## src/rtl/pipe_hazard_ctrl_if.sv

```systemverilog
// Hazard controller bus: ID/EX/MEM hazard inputs, segment-register
// enable/clear outputs and the statistics counters.
//   master : pipeline side, drives hazard inputs, receives En/Clr/counters
//   slave  : hazard controller
interface pipe_hazard_ctrl_if #(
    parameter int CNT_W = 32
);
    logic [4:0]       Rs1D, Rs2D;
    logic [1:0]       RegReadD;
    logic [4:0]       RdE;
    logic             MemToRegE;
    logic             JalD, JalrE;
    logic             BrValidE, BrTakenE, PredictedE;
    logic             DCacheMissM, DCacheReady;
    logic             CntClr;
    logic             EnF, EnD, EnE, EnM, EnW;
    logic             ClrD, ClrE, ClrM, ClrW;
    logic [CNT_W-1:0] BrCnt, MispCnt, StallCnt;

    modport master (
        output Rs1D, Rs2D, RegReadD, RdE, MemToRegE, JalD, JalrE,
               BrValidE, BrTakenE, PredictedE, DCacheMissM, DCacheReady, CntClr,
        input  EnF, EnD, EnE, EnM, EnW, ClrD, ClrE, ClrM, ClrW,
               BrCnt, MispCnt, StallCnt
    );

    modport slave (
        input  Rs1D, Rs2D, RegReadD, RdE, MemToRegE, JalD, JalrE,
               BrValidE, BrTakenE, PredictedE, DCacheMissM, DCacheReady, CntClr,
        output EnF, EnD, EnE, EnM, EnW, ClrD, ClrE, ClrM, ClrW,
               BrCnt, MispCnt, StallCnt
    );
endinterface

```

## src/rtl/pipe_hazard_ctrl.sv

```systemverilog
// Hazard and sequencing controller for the five-stage RV32I pipeline.
// Drives En/Clr of the IF/ID/EX/MEM/WB segment registers to resolve
// D-cache miss freezes, EX-resolved mispredicts/JALR, load-use hazards and
// JAL redirects (that priority order), and keeps saturating statistics.
// Ports:
//   clk   : pipeline clock
//   rst_n : asynchronous active-low reset (flushes every segment register)
//   bus   : pipe_hazard_ctrl_if.slave, hazard inputs / En, Clr, counters
module pipe_hazard_ctrl #(
    parameter int CNT_W = 32
) (
    input  logic               clk,
    input  logic               rst_n,
    pipe_hazard_ctrl_if.slave  bus
);
    typedef enum logic {RUN = 1'b0, MEMWAIT = 1'b1} state_t;

    localparam logic [CNT_W-1:0] CNT_ONE = {{(CNT_W-1){1'b0}}, 1'b1};

    state_t           state_q, state_d;
    logic             misp_br, misp, load_use;
    logic             en_f, en_d, en_e, en_m, en_w;
    logic             clr_d, clr_e, clr_m, clr_w;
    logic [CNT_W-1:0] br_cnt_q, br_cnt_d;
    logic [CNT_W-1:0] misp_cnt_q, misp_cnt_d;
    logic [CNT_W-1:0] stall_cnt_q, stall_cnt_d;

    assign misp_br  = bus.BrValidE & (bus.BrTakenE ^ bus.PredictedE);
    assign misp     = misp_br | bus.JalrE;
    // x0 is never a real dependency, so a load to x0 never stalls.
    assign load_use = bus.MemToRegE & (bus.RdE != 5'd0) &
                      ((bus.RegReadD[1] & (bus.Rs1D == bus.RdE)) |
                       (bus.RegReadD[0] & (bus.Rs2D == bus.RdE)));

    // State register
    always_ff @(posedge clk or negedge rst_n) begin
        if (!rst_n) state_q <= RUN;
        else        state_q <= state_d;
    end

    // Next-state logic; a new miss while already waiting is ignored.
    always_comb begin
        state_d = state_q;
        case (state_q)
            RUN:     if (bus.DCacheMissM) state_d = MEMWAIT;
            MEMWAIT: if (bus.DCacheReady) state_d = RUN;
            default: state_d = RUN;
        endcase
    end

    // Output logic. Reset forces En=1/Clr=1 so every segment register
    // flushes while rst_n is low.
    always_comb begin
        {en_f, en_d, en_e, en_m, en_w} = 5'b11111;
        {clr_d, clr_e, clr_m, clr_w}   = 4'b0000;
        if (!rst_n) begin
            {clr_d, clr_e, clr_m, clr_w} = 4'b1111;
        end else if (state_q == MEMWAIT || bus.DCacheMissM) begin
            // MEMWAIT holds the freeze through the cycle DCacheReady is high.
            {en_f, en_d, en_e, en_m, en_w} = 5'b00000;
        end else if (misp) begin
            clr_d = 1'b1;
            clr_e = 1'b1;
        end else if (load_use) begin
            // Hold IF/ID, push a bubble into EX.
            en_f  = 1'b0;
            en_d  = 1'b0;
            clr_e = 1'b1;
        end else if (bus.JalD) begin
            clr_d = 1'b1;
        end
    end

    assign bus.EnF  = en_f;
    assign bus.EnD  = en_d;
    assign bus.EnE  = en_e;
    assign bus.EnM  = en_m;
    assign bus.EnW  = en_w;
    assign bus.ClrD = clr_d;
    assign bus.ClrE = clr_e;
    assign bus.ClrM = clr_m;
    assign bus.ClrW = clr_w;

    // Statistics: saturating increments, clear wins over increment.
    function automatic logic [CNT_W-1:0] sat_inc(input logic [CNT_W-1:0] v,
                                                 input logic inc);
        return (inc && (v != '1)) ? v + CNT_ONE : v;
    endfunction

    always_comb begin
        br_cnt_d    = '0;
        misp_cnt_d  = '0;
        stall_cnt_d = '0;
        if (!bus.CntClr) begin
            br_cnt_d    = sat_inc(br_cnt_q, bus.BrValidE & en_e);
            // Only the branch term counts; JALR redirects are excluded.
            misp_cnt_d  = sat_inc(misp_cnt_q, (state_q == RUN) &
                                  ~bus.DCacheMissM & misp_br);
            stall_cnt_d = sat_inc(stall_cnt_q, ~en_f);
        end
    end

    always_ff @(posedge clk or negedge rst_n) begin
        if (!rst_n) begin
            br_cnt_q    <= '0;
            misp_cnt_q  <= '0;
            stall_cnt_q <= '0;
        end else begin
            br_cnt_q    <= br_cnt_d;
            misp_cnt_q  <= misp_cnt_d;
            stall_cnt_q <= stall_cnt_d;
        end
    end

    assign bus.BrCnt    = br_cnt_q;
    assign bus.MispCnt  = misp_cnt_q;
    assign bus.StallCnt = stall_cnt_q;
endmodule

```

## src/flat_wrapper.sv

```systemverilog
// flat-port wrapper written by rule: the top's interface ports become plain ports
module pipe_hazard_ctrl_flat 
#(
    parameter int CNT_W = 32
)
  (clk, rst_n, bus_Rs1D, bus_Rs2D, bus_RegReadD, bus_RdE, bus_MemToRegE, bus_JalD, bus_JalrE, bus_BrValidE, bus_BrTakenE, bus_PredictedE, bus_DCacheMissM, bus_DCacheReady, bus_CntClr, bus_EnF, bus_EnD, bus_EnE, bus_EnM, bus_EnW, bus_ClrD, bus_ClrE, bus_ClrM, bus_ClrW, bus_BrCnt, bus_MispCnt, bus_StallCnt);
  pipe_hazard_ctrl_if #(.CNT_W(CNT_W)) bus_i ();
  input  logic clk;
  input  logic rst_n;
  input wire logic [$bits(bus_i.Rs1D)-1:0] bus_Rs1D;
  input wire logic [$bits(bus_i.Rs2D)-1:0] bus_Rs2D;
  input wire logic [$bits(bus_i.RegReadD)-1:0] bus_RegReadD;
  input wire logic [$bits(bus_i.RdE)-1:0] bus_RdE;
  input wire logic [$bits(bus_i.MemToRegE)-1:0] bus_MemToRegE;
  input wire logic [$bits(bus_i.JalD)-1:0] bus_JalD;
  input wire logic [$bits(bus_i.JalrE)-1:0] bus_JalrE;
  input wire logic [$bits(bus_i.BrValidE)-1:0] bus_BrValidE;
  input wire logic [$bits(bus_i.BrTakenE)-1:0] bus_BrTakenE;
  input wire logic [$bits(bus_i.PredictedE)-1:0] bus_PredictedE;
  input wire logic [$bits(bus_i.DCacheMissM)-1:0] bus_DCacheMissM;
  input wire logic [$bits(bus_i.DCacheReady)-1:0] bus_DCacheReady;
  input wire logic [$bits(bus_i.CntClr)-1:0] bus_CntClr;
  output wire logic [$bits(bus_i.EnF)-1:0] bus_EnF;
  output wire logic [$bits(bus_i.EnD)-1:0] bus_EnD;
  output wire logic [$bits(bus_i.EnE)-1:0] bus_EnE;
  output wire logic [$bits(bus_i.EnM)-1:0] bus_EnM;
  output wire logic [$bits(bus_i.EnW)-1:0] bus_EnW;
  output wire logic [$bits(bus_i.ClrD)-1:0] bus_ClrD;
  output wire logic [$bits(bus_i.ClrE)-1:0] bus_ClrE;
  output wire logic [$bits(bus_i.ClrM)-1:0] bus_ClrM;
  output wire logic [$bits(bus_i.ClrW)-1:0] bus_ClrW;
  output wire logic [$bits(bus_i.BrCnt)-1:0] bus_BrCnt;
  output wire logic [$bits(bus_i.MispCnt)-1:0] bus_MispCnt;
  output wire logic [$bits(bus_i.StallCnt)-1:0] bus_StallCnt;
  assign bus_i.Rs1D = bus_Rs1D;
  assign bus_i.Rs2D = bus_Rs2D;
  assign bus_i.RegReadD = bus_RegReadD;
  assign bus_i.RdE = bus_RdE;
  assign bus_i.MemToRegE = bus_MemToRegE;
  assign bus_i.JalD = bus_JalD;
  assign bus_i.JalrE = bus_JalrE;
  assign bus_i.BrValidE = bus_BrValidE;
  assign bus_i.BrTakenE = bus_BrTakenE;
  assign bus_i.PredictedE = bus_PredictedE;
  assign bus_i.DCacheMissM = bus_DCacheMissM;
  assign bus_i.DCacheReady = bus_DCacheReady;
  assign bus_i.CntClr = bus_CntClr;
  assign bus_EnF = bus_i.EnF;
  assign bus_EnD = bus_i.EnD;
  assign bus_EnE = bus_i.EnE;
  assign bus_EnM = bus_i.EnM;
  assign bus_EnW = bus_i.EnW;
  assign bus_ClrD = bus_i.ClrD;
  assign bus_ClrE = bus_i.ClrE;
  assign bus_ClrM = bus_i.ClrM;
  assign bus_ClrW = bus_i.ClrW;
  assign bus_BrCnt = bus_i.BrCnt;
  assign bus_MispCnt = bus_i.MispCnt;
  assign bus_StallCnt = bus_i.StallCnt;
  pipe_hazard_ctrl #(.CNT_W(CNT_W)) u_core (.clk(clk), .rst_n(rst_n), .bus(bus_i));
endmodule
```

## config.mk

```make
export PLATFORM = sky130hd
export DESIGN_NAME = pipe_hazard_ctrl_flat
export DESIGN_NICKNAME = d
export VERILOG_FILES = /design/src/rtl/pipe_hazard_ctrl_if.sv /design/src/rtl/pipe_hazard_ctrl.sv /design/src/flat_wrapper.sv
export SDC_FILE = /design/constraint.sdc
export NUM_CORES = 1
export LEC_CHECK = 0
export CAP_MARGIN = 20
export CORE_ASPECT_RATIO = 0.75
export CORE_MARGIN = 2
export CORE_UTILIZATION = 30
export DETAILED_ROUTE_END_ITERATION = 7
export GPL_ROUTABILITY_DRIVEN = 0
export HOLD_SLACK_MARGIN = 0.12
export PLACE_DENSITY = 0.55
export SKIP_LAST_GASP = 1
export SLEW_MARGIN = 15
export SYNTH_ARGS = -nofsm -noshare
export SYNTH_HDL_FRONTEND = slang
export SYNTH_SLANG_ARGS = --single-unit
```

## constraint.sdc

```tcl
create_clock -name clk -period 2.4 [get_ports clk]
set_clock_uncertainty 0.15 [all_clocks]
set_input_delay 0.48 -clock clk [delete_from_list [all_inputs] [get_ports clk]]
set_output_delay 0.48 -clock clk [all_outputs]
set_load 0.005 [all_outputs]
```

==> qor.yml, run 1 <==
synthesis:
  syn_area_mm2: 0.00540
  syn_area_per_cell_um2: 9.08
  ys_seq_area_share_pct: 44.9
  ys_seq_elements: 97
  synthCells: 595
  synthTopCellsByArea: "dfrtp_1, xnor2_1, nor2_1"
  synth_edf_count: 0
  syn_nets: 626
  synth_warnings: 0
  synthDistinctLibCells: 48
  async_flop_share_pct: 100
  synth_top_area_share_pct: 44.9
  synth_ff_type: "dfrtp_1"
  synth_top_cell_by_area: "dfrtp_1"
drt:
  drc: 0
  ant_nets: 0
  first_pass_iters: 6
  drt_iter0_drc: 260
  routed_via_density: 5.04
  vias: 5428
  wl_per_cell_um: 16.0
  drt_wl_total_mm: 17.2
finish:
  n_fill_cell: 1682
  layout_common_cells: "buf_4, clkdlybuf4s50_1, dfrtp_1"
  layout_commonest_cell: "buf_4"
  area_growth_pct: 56.8
  layout-drive-gt1-share_pct: 24.3
  final_area_mm2: 0.00847
  layout.nets: 864
  diodes: 0
hold_path:
  hold_path_class: "in -> async"
clocking:
  clock-sinks: 97
  clkTransAtPathRegs_ps: 60
  htreeDepth: 3
  clock_latency_ps: 350
  cts_tree: "yes"
  cts_made_buffers: 9
  clockBufferDepth: 2
  cts-root-buf: "clkbuf_16"
sta:
  final-max-slew-violation-count: 0
  rsz0062_at_grt: "true"
  relSlewSlack_pct: 40.6
  timing.fmax_mhz: 403
  hold_viol: 0
  hold_ws_ps: 231
  final.setup.worst_slack_ps: -80.7
  tightest_slew_ps: 891
  period_minus_slack_ps: 2480
  setup_viol: 19
  period_share_pct: 103
die:
  die_x_um: 159
  io_pins: 133
  die_y_um: 120
  start_util_pct: 30.6
  core_area_mm2: 0.0177
  dieArea_mm2: 0.0191
  fp-row-count: 42
power_and_ir_drop:
  intPower_mw: 2.88
  clock_power_share_pct: 44.4
  peakVddDrop_mv: 0.290
  p_switching_uw: 823
  p_per_area_mw_per_mm2: 437
  leakage_nw: 3.36
  seq_power_share_pct: 44.6
  p_sw_share_pct: 22.2
  pwr-share-comb_pct: 11.0
worst_setup_path:
  cpPeakStageDelay_ps: 560
  path_buf_inv: 2
  path_class: "reg -> reg"
  cp.arrival_ps: 2590
  cp-start-kind: "flip-flop"
  path_depth: 8
  crit_required_ps: 2510
  crit_family: "simple AND/OR/NAND/NOR gates"
  critPathSlowestCell: "or4_4"
  crit_path_cell_trace: "nand3_2, or2_4, or4_4, o211ai_4, buf_6, buf_16, o31ai_2, a21oi_2"
  path_max_fanout: 8
  end_kind: "flip-flop"
  ff2ff_path_depth: 8
global_routing:
  grt_max_degree: 68
  grt-ovfl-total: 0
  first_global_vias: 5320
  antenna_found_initial: 0
  grt_usage_pct: 18.0
  grt_pass1_wl_mm: 27.7
placed_design:
  dpl_cell_area_mm2: 0.00765
  dp_hpwl_mm: 12.1
  port-buffer-count: 132
status:
  status: "complete, but fails checks"
  violations: "negative setup slack"
run:
  cap_violations: 0
## flip-flops by register name, indices dropped and copies added (netlist names)
| register | count |
|---|---|
| u_core.bus.StallCnt | 32 |
| u_core.bus.BrCnt | 32 |
| u_core.bus.MispCnt | 32 |
| u_core.state_q | 1 |
## final timing paths
path / startpoint / end / slack [ps]
setup reg to reg: u_core.bus.StallCnt[20] / u_core.bus.StallCnt[21] / -80
hold reg to reg: u_core.state_q / u_core.state_q / 310
max in group asynchronous: rst_n / u_core.bus.MispCnt[26] / 1240
min in group clk: u_core.state_q / u_core.state_q / 310
hold / removal: rst_n / u_core.bus.BrCnt[30] / 230
setup / recovery: u_core.bus.StallCnt[20] / u_core.bus.StallCnt[21] / -80
## area by class of cell
class / count / area (µm²) / share of cell area [%]
inverter: 5 / 18.8 / 0.222
sequential: 97 / 2430 / 28.7
clock inverter: 3 / 90.1 / 1.06
tap: 242 / 303 / 3.58
timing repair buffer: 259 / 2350 / 27.7
multi-input combinational: 461 / 3040 / 35.9
clock buffer: 11 / 243 / 2.87
## Yosys cell counts, drive strengths merged (2+ instances only)
cell	n
o211ai	2
o31ai	11
inv	5
a2111o	2
and3	13
nand2	39
clkbuf	19
o21a	2
nor3	23
xor2	21
nor4	14
or3	26
a21oi	37
and2	4
buf	14
xnor2	47
or2	4
dfrtp	97
nor4b	2
nor2	73
nand4	24
ha	3
nand4b	2
or4	15
nand3	43
o21ai	28
and4	12
## metrics by stage
stage | std cells | utilization (%) | power [mW] | setup WS, ps | TNS (ps)
6_report | 1078 | 48.0 | 3.70 | -80.7 | -602
5_1_grt | 1078 | 48.0 | 3.85 | -128 | -2280
4_1_cts | 1073 | 47.0 | 3.75 | -90.5 | -147
3_5_place_dp | 1039 | 43.3 | 2.01 | -808 | -31990
3_3_place_gp | 1039 | 43.3 | 2.00 | -768 | -27220
2_1_floorplan | 595 | - | 1.80 | 5.18 | 0
## metal layers
| metal | vias to the layer above | GRT usage [%] | wire (µm) |
|---|---|---|---|
| met5 | - | 0 | 0 |
| met1 | 2623 | 24.6 | 8010 |
| met4 | 0 | 6.31 | 407 |
| li1 | 2642 | - | - |
| met3 | 28 | 4.08 | 867 |
| met2 | 135 | 28.3 | 7960 |
## repair_timing
item,4_1_cts,5_1_grt
endpoints found under the setup margin,37,40
pin swaps,32,38
buffers inserted,16,7
gates cloned,4,0
hold buffers,1,0
hold endpoints to repair,30,0
gates resized for setup,93,40
## power by group through the flow
stage	Combinational [mW]	Clock, mW	Sequential, mW
3_5_place_dp	0.323	0	1.68
6_report	0.406	1.64	1.65
2_1_floorplan	0.118	0	1.68
4_1_cts	0.402	1.69	1.65
5_1_grt	0.438	1.76	1.65
3_3_place_gp	0.316	0	1.68
## logic make-up (layout without fill, tap and decap cells)
kind of cell / Yosys count / count (layout) / synth area share (%)
buffers and inverters: 38 / 278 / 3.36
flip-flops: 97 / 97 / 44.9
AND/OR/NAND/NOR: 298 / 298 / 29.5
multiplexers: 1 / 1 / 0.185
AO/OA/AOI/OAI: 90 / 91 / 10.3
adder cells (fa/ha/maj): 3 / 3 / 0.695
XOR/XNOR: 68 / 68 / 11.0
No activity file was read; power rests on OpenSTA's default activity.
==> run 2: changes to the inputs <==
--- a/config.mk
+++ b/config.mk
@@ -5,6 +5,7 @@
 export SDC_FILE = /design/constraint.sdc
 export NUM_CORES = 1
 export LEC_CHECK = 0
+export ABC_AREA = 1
 export CAP_MARGIN = 20
 export CORE_ASPECT_RATIO = 0.75
 export CORE_MARGIN = 2
@@ -12,7 +13,7 @@
 export DETAILED_ROUTE_END_ITERATION = 7
 export GPL_ROUTABILITY_DRIVEN = 0
 export HOLD_SLACK_MARGIN = 0.12
-export PLACE_DENSITY = 0.55
+export PLACE_DENSITY = 0.53
 export SKIP_LAST_GASP = 1
 export SLEW_MARGIN = 15
 export SYNTH_ARGS = -nofsm -noshare
==> qor.yml, run 2 <==
die:
  core_area_mm2: 0.0229  # +30%
  dieArea_mm2: 0.0245  # +28%
  start_util_pct: 30.4  # -0.20 points
  io_pins: 133  # unchanged
  die_x_um: 180  # +13%
  die_y_um: 136  # +13%
  fp-row-count: 48  # +14%
global_routing:
  first_global_vias: 6690  # +26%
  grt_pass1_wl_mm: 36.5  # +32%
  grt_max_degree: 64  # -5.9%
  grt_usage_pct: 18.8  # +0.73 points
  antenna_found_initial: 0  # unchanged
  grt-ovfl-total: 0  # unchanged
worst_setup_path:
  cp-startpoint: "bus_DCacheMissM"
  cp.arrival_ps: 1700  # -890 ps
  crit_top_cell: "nor2_4"
  end_kind: "primary output"
  crit_required_ps: 1770  # -740 ps
  cp-start-kind: "primary input"
  crit_family: "buffers and inverters"
  ff2ff_path_depth: 9  # +1
  path_max_fanout: 3  # -5
  cpPeakStageDelay_ps: 500  # -60 ps
  path_class: "in -> out"
  path_buf_inv: 4  # +2
  path_depth: 6  # -2
  crit_path_cell_trace: "dlygate4sd2_1, nor2_4, nor2_4, inv_2, buf_4, clkdlybuf4s50_1"
  critPathSlowestCell: "clkdlybuf4s50_1"
  timing.rr.start: "u_core.bus.StallCnt[0]"
sta:
  tightest_slew_ps: 674  # -217 ps
  timing.fmax_mhz: 430  # +6.6%
  final-max-slew-violation-count: 0  # unchanged
  period_minus_slack_ps: 2330  # -153 ps
  hold_viol: 0  # unchanged
  setup_tns_ps: 0  # +602 ps
  final.setup.worst_slack_ps: 72.5  # +153 ps
  period_share_pct: 97.0  # -6.4 points
  setup_viol: 0  # -19
  relSlewSlack_pct: 55.1  # +14 points
  rsz0062_at_grt: "false"
power_and_ir_drop:
  finalPower_mw: 3.79  # +2.4%
  pwr-share-comb_pct: 10.8  # -0.2 points
  seq_power_share_pct: 43.6  # -1.0 points
  leakage_nw: 4.18  # +25%
  peakVddDrop_mv: 0.409  # +41%
  p_switching_uw: 938  # +14%
  p_per_area_mw_per_mm2: 407  # -6.9%
  clock_power_share_pct: 45.6  # +1.2 points
  intPower_mw: 2.85  # -0.88%
  p_sw_share_pct: 24.7  # +2.5 points
finish:
  layout_commonest_cell: "nand2_1"
  seq_area_mm2: 0.00243  # unchanged
  layout_common_cells: "nand2_1, nor2_1, inv_1"
  multiInputGateArea_mm2: 0.00386  # +27%
  final_cells: 1536  # +42%
  n_fill_cell: 2415  # +44%
  area_growth_pct: 33.6
  layout.nets: 1262  # +46%
  layout-drive-gt1-share_pct: 9.95  # -14 points
  diodes: 0  # unchanged
  utilization_pct: 40.6  # -7.3 points
synthesis:
  ys_seq_area_share_pct: 34.8  # -10 points
  syn_nets: 1105  # +77%
  synth_edf_count: 0  # unchanged
  async_flop_share_pct: 100  # unchanged
  ys_seq_elements: 97  # unchanged
  synthDistinctLibCells: 33  # -31%
  synth_top_cell_by_area: "dfrtp_1"
  synth_warnings: 0  # unchanged
  syn_area_per_cell_um2: 6.49  # -28%
  synthCells: 1074  # +81%
  synthTopCellsByArea: "dfrtp_1, nand2_1, nor2_1"
  post-synth-top-count-cell: "nand2_1"
  syn_area_mm2: 0.00697  # +29%
  synth_top_area_share_pct: 34.8  # -10 points
  synth_ff_type: "dfrtp_1"
  synth_common_cells: "nand2_1, nor2_1, inv_1, nand3_1, dfrtp_1"
clocking:
  clockBufferDepth: 2  # unchanged
  cts_tree: "yes"
  htreeDepth: 3  # unchanged
  clock_latency_ps: 360  # about the same
  clock-sinks: 97  # unchanged
  cts-root-buf: "clkbuf_16"
  cts_made_buffers: 9  # unchanged
  clkTransAtPathRegs_ps: 70  # about the same
drt:
  vias: 7435  # +37%
  ant_nets: 0  # unchanged
  drt_wl_total_mm: 22.9  # +33%
  routed_via_density: 4.84  # -3.9%
  wl_per_cell_um: 14.9  # -6.8%
  first_pass_iters: 5  # -1
  drt_iter0_drc: 532  # +100%
  drc: 0  # unchanged
status:
  status: "finished, final reports clean"
run:
  cap_violations: 0  # unchanged
hold_path:
  hold_path_class: "in -> async"
placed_design:
  port-buffer-count: 132  # unchanged
  pre_cts_ws_ps: -538  # +270 ps
  dp_hpwl_mm: 17.5  # +45%
  dp_cells: 1516  # +46%
run 2: cell families after synthesis:
group           share of synthesized area (%)
buf+inv                                  10.6
simple gates                             43.4
flops                                    34.8
fa+ha+maj                               0.538
xor+xnor                                 4.02
compound gates                           6.68
run 2: layout make-up:
cell class	count	share of cell area (%)
clock inverters	5	1.10
multi-input cells	801	41.4
flip-flops and latches	97	26.1
clock buffers	11	2.61
inverters	141	5.72
repair buffers	181	19.1
well taps	300	4.03
run 2: power groups by stage:
stage | logic, mW | clock network, mW | registers (mW)
3_3_place_gp | 0.406 | 0 | 1.69
4_1_cts | 0.410 | 1.78 | 1.65
3_5_place_dp | 0.408 | 0 | 1.69
2_1_floorplan | 0.174 | 0 | 1.69
5_1_grt | 0.450 | 1.84 | 1.66
6_report | 0.408 | 1.73 | 1.65
run 2: per-layer routing:
| layer | GRT usage (%) | vias up | share of wire (%) |
|---|---|---|---|
| li1 | - | 3760 | - |
| met1 | 29.2 | 3434 | 53 |
| met2 | 25.8 | 228 | 39 |
| met3 | 4.55 | 13 | 6.9 |
| met4 | 3.81 | 0 | 0.95 |
| met5 | 0 | - | 0 |
run 2: final timing paths:
check | endpoint | slack [ps]
max | bus_EnW | 70
min | u_core.bus.BrCnt[5] | 90
max reg2reg | u_core.bus.StallCnt[8] | 240
min reg2reg | u_core.state_q | 380
max in group asynchronous | u_core.bus.MispCnt[0] | 900
min in group clk | u_core.state_q | 380
run 2: worst register-to-register path, stage by stage, from the launching register on:
cell,delay (ps)
dfrtp_1,490
ha_1,320
nand3_1,230
nor3_4,200
inv_2,60
nor2_4,100
nand2_2,90
buf_4,220
nand4_1,120
nand2_1,60
run 2: through the flow:
stage | cell area, µm² | hold slack [ps]
2_1_floorplan | 6970 | 34.4
6_report | 9320 | 91.8
3_5_place_dp | 8910 | 315
5_1_grt | 9320 | 160
3_3_place_gp | 8910 | 310
4_1_cts | 9290 | 124
run 2: timing repair:
item                                    in CTS  in global routing
endpoints found under the hold margin        0                  0
pin swaps                                   11                 11
setup buffers                                4                  1
gates resized for setup                     44                 12
hold buffers                                 0                  0
endpoints found under the setup margin      15                  7
==> run 3: changes to the inputs <==
--- a/config.mk
+++ b/config.mk
@@ -7,13 +7,15 @@
 export LEC_CHECK = 0
 export ABC_AREA = 1
 export CAP_MARGIN = 20
+export CELL_PAD_IN_SITES_DETAIL_PLACEMENT = 0
+export CELL_PAD_IN_SITES_GLOBAL_PLACEMENT = 1
 export CORE_ASPECT_RATIO = 0.75
 export CORE_MARGIN = 2
 export CORE_UTILIZATION = 30
 export DETAILED_ROUTE_END_ITERATION = 7
 export GPL_ROUTABILITY_DRIVEN = 0
 export HOLD_SLACK_MARGIN = 0.12
-export PLACE_DENSITY = 0.53
+export PLACE_DENSITY = 0.71
 export SKIP_LAST_GASP = 1
 export SLEW_MARGIN = 15
 export SYNTH_ARGS = -nofsm -noshare
==> qor.yml, run 3 (synthesis gave the netlist of run 2 again) <==
status:
  status: "finished, final reports clean"
sta:
  setup_viol: 0  # unchanged
  hold_viol: 0  # unchanged
  final-max-slew-violation-count: 0  # unchanged
  period_minus_slack_ps: 2300  # -23.7 ps
  tightest_slew_ps: 791  # +118 ps
  rsz0062_at_grt: "false"
  period_share_pct: 96.0  # -0.99 points
  relSlewSlack_pct: 47.2  # -7.8 points
  timing.fmax_mhz: 434  # +1.0%
global_routing:
  antenna_found_initial: 1  # +1
  first_global_vias: 6897  # +3.1%
  grt_pass1_wl_mm: 37.8  # +3.6%
  grt_usage_pct: 19.3  # +0.52 points
  grt_max_degree: 69  # +7.8%
  grt-ovfl-total: 0  # unchanged
worst_setup_path:
  endpoint: "bus_EnM"
  ff2ff_path_depth: 9  # unchanged
  crit_required_ps: 1770  # about the same
  end_kind: "primary output"
  crit_family: "buffers and inverters"
  cpPeakStageDelay_ps: 490  # about the same
  cp-startpoint: "u_core.state_q"
  crit_top_cell: "nor2_2"
  reg2reg_to: "u_core.bus.StallCnt[26]"
  cp.arrival_ps: 1670  # -30 ps
  path_buf_inv: 3  # -1
  timing.rr.start: "u_core.bus.StallCnt[1]"
  reg2reg_slack_ps: 260  # +20 ps
  path_depth: 5  # -1
  path_max_fanout: 3  # unchanged
  crit_path_cell_trace: "nor2_2, nor2_2, inv_2, buf_4, clkdlybuf4s50_1"
  critPathSlowestCell: "clkdlybuf4s50_1"
  cp-start-kind: "flip-flop"
  path_class: "reg -> out"
finish:
  utilization_pct: 40.5  # -0.15 points
  multiInputGateArea_mm2: 0.00384  # -0.55%
  layout.nets: 1265  # +0.24%
  layout_common_cells: "nand2_1, nor2_1, inv_1"
  n_fill_cell: 2473  # +2.4%
  seq_area_mm2: 0.00243  # about the same
  layout-drive-gt1-share_pct: 10.4  # +0.46 points
  final_cells: 1540  # +0.26%
  layout_commonest_cell: "nand2_1"
  area_growth_pct: 33.1
  final_area_mm2: 0.00928  # -0.36%
drt:
  drt_iter0_drc: 500  # -6.0%
  wl_per_cell_um: 15.3  # +2.4%
  first_pass_iters: 5  # unchanged
  routed_via_density: 4.78  # -1.3%
  drc: 0  # unchanged
  ant_nets: 0  # unchanged
  vias: 7361  # -1.0%
  drt_wl_total_mm: 23.5  # +2.7%
power_and_ir_drop:
  leakage_nw: 4.16  # -0.40%
  peakVddDrop_mv: 0.295  # -28%
  p_per_area_mw_per_mm2: 394  # -3.1%
  finalPower_mw: 3.66  # -3.4%
clocking:
  htreeDepth: 3  # unchanged
  hold_buffers: 0  # unchanged
  clock-sinks: 97  # unchanged
  clock_latency_ps: 350  # about the same
  cts_made_buffers: 9  # unchanged
  clkTransAtPathRegs_ps: 70  # about the same
  cts_tree: "yes"
  cts-root-buf: "clkbuf_16"
  clockBufferDepth: 2  # unchanged
die:
  core_area_mm2: 0.0229  # unchanged
  io_pins: 133  # unchanged
  fp-row-count: 48  # unchanged
  dieArea_mm2: 0.0245  # unchanged
  die_y_um: 136  # unchanged
  die_x_um: 180  # unchanged
  start_util_pct: 30.4  # unchanged
placed_design:
  port-buffer-count: 132  # unchanged
  dp_cells: 1522  # +0.40%
  dp_hpwl_mm: 18.1  # +3.6%
  dpl_cell_area_mm2: 0.00896  # +0.51%
run:
  cap_violations: 0  # unchanged
hold_path:
  hold_path_class: "in -> async"
[run 3: changes by cell type in the layout (fill, tap and decap cells not counted), sizes merged]
cell,before,now
dlygate4sd2,17,19
clkinvlp,1,2
clkbuf,12,17
bufinv,3,1
diode,0,1
clkdlybuf4s15,4,0
buf,51,54
inv,140,139
dlymetal6s2s,2,1
[run 3: worst reg2reg max path, stage by stage, from the launching register on]
cell and delay (ps):
dfrtp_1 420, ha_1 290, nand3_1 210, nor3_4 190
inv_2 80, nor2_4 110, nand2_2 90, nand2_4 330
nand3_1 130, nand2_1 90
[run 3: worst min path at each step]
stage,from,endpoint,slack [ps],depth (start not counted)
CTS,rst_n,u_core.bus.MispCnt[19],180,2
detailed placement,u_core.state_q,u_core.state_q,320,1
floorplan,rst_n,u_core.bus.BrCnt[0],30,0
global placement,u_core.state_q,u_core.state_q,310,1
finish,rst_n,u_core.bus.MispCnt[17],170,2
global route,rst_n,u_core.bus.MispCnt[19],240,2
[run 3: repair_timing]
| action | 4_1_cts | 5_1_grt |
|---|---|---|
| resized for setup | 42 | 12 |
| buffers inserted | 2 | 0 |
| pin swaps | 12 | 4 |
| endpoints found under the setup margin | 39 | 9 |
| hold endpoints to repair | 0 | 0 |
| gates cloned | 0 | 0 |
[run 3: stage by stage]
step	hold WS (ps)	TNS [ps]	worst slack, ps
global placement	308	-24490	-557
CTS	179	-94.5	-94.5
global route	238	0	19.4
finish	166	0	96.2
detailed placement	316	-29820	-596
floorplan	34.4	0	271
[run 3: final cells by class]
cell class	count	share of cell area (%)
inverter	141	5.78
clock inverter	3	0.499
multi-input combinational	801	41.3
sequential	97	26.2
clock buffer	13	3.02
antenna	1	0.0270
tap	300	4.04
timing repair buffer	184	19.1
[run 3: per-layer routing]
layer,GRT usage (%),part of all wire [%]
met1,30.1,54
met2,27.1,39
met3,3.72,5.8
met4,3.94,1.1
met5,0,0
[run 3: power breakdown]
| part | switching [mW] | total (mW) | internal, mW |
|---|---|---|---|
| combinational | 0.245 | 0.398 | 0.154 |
| sequential | 0.0111 | 1.65 | 1.64 |
| clock | 0.683 | 1.61 | 0.926 |
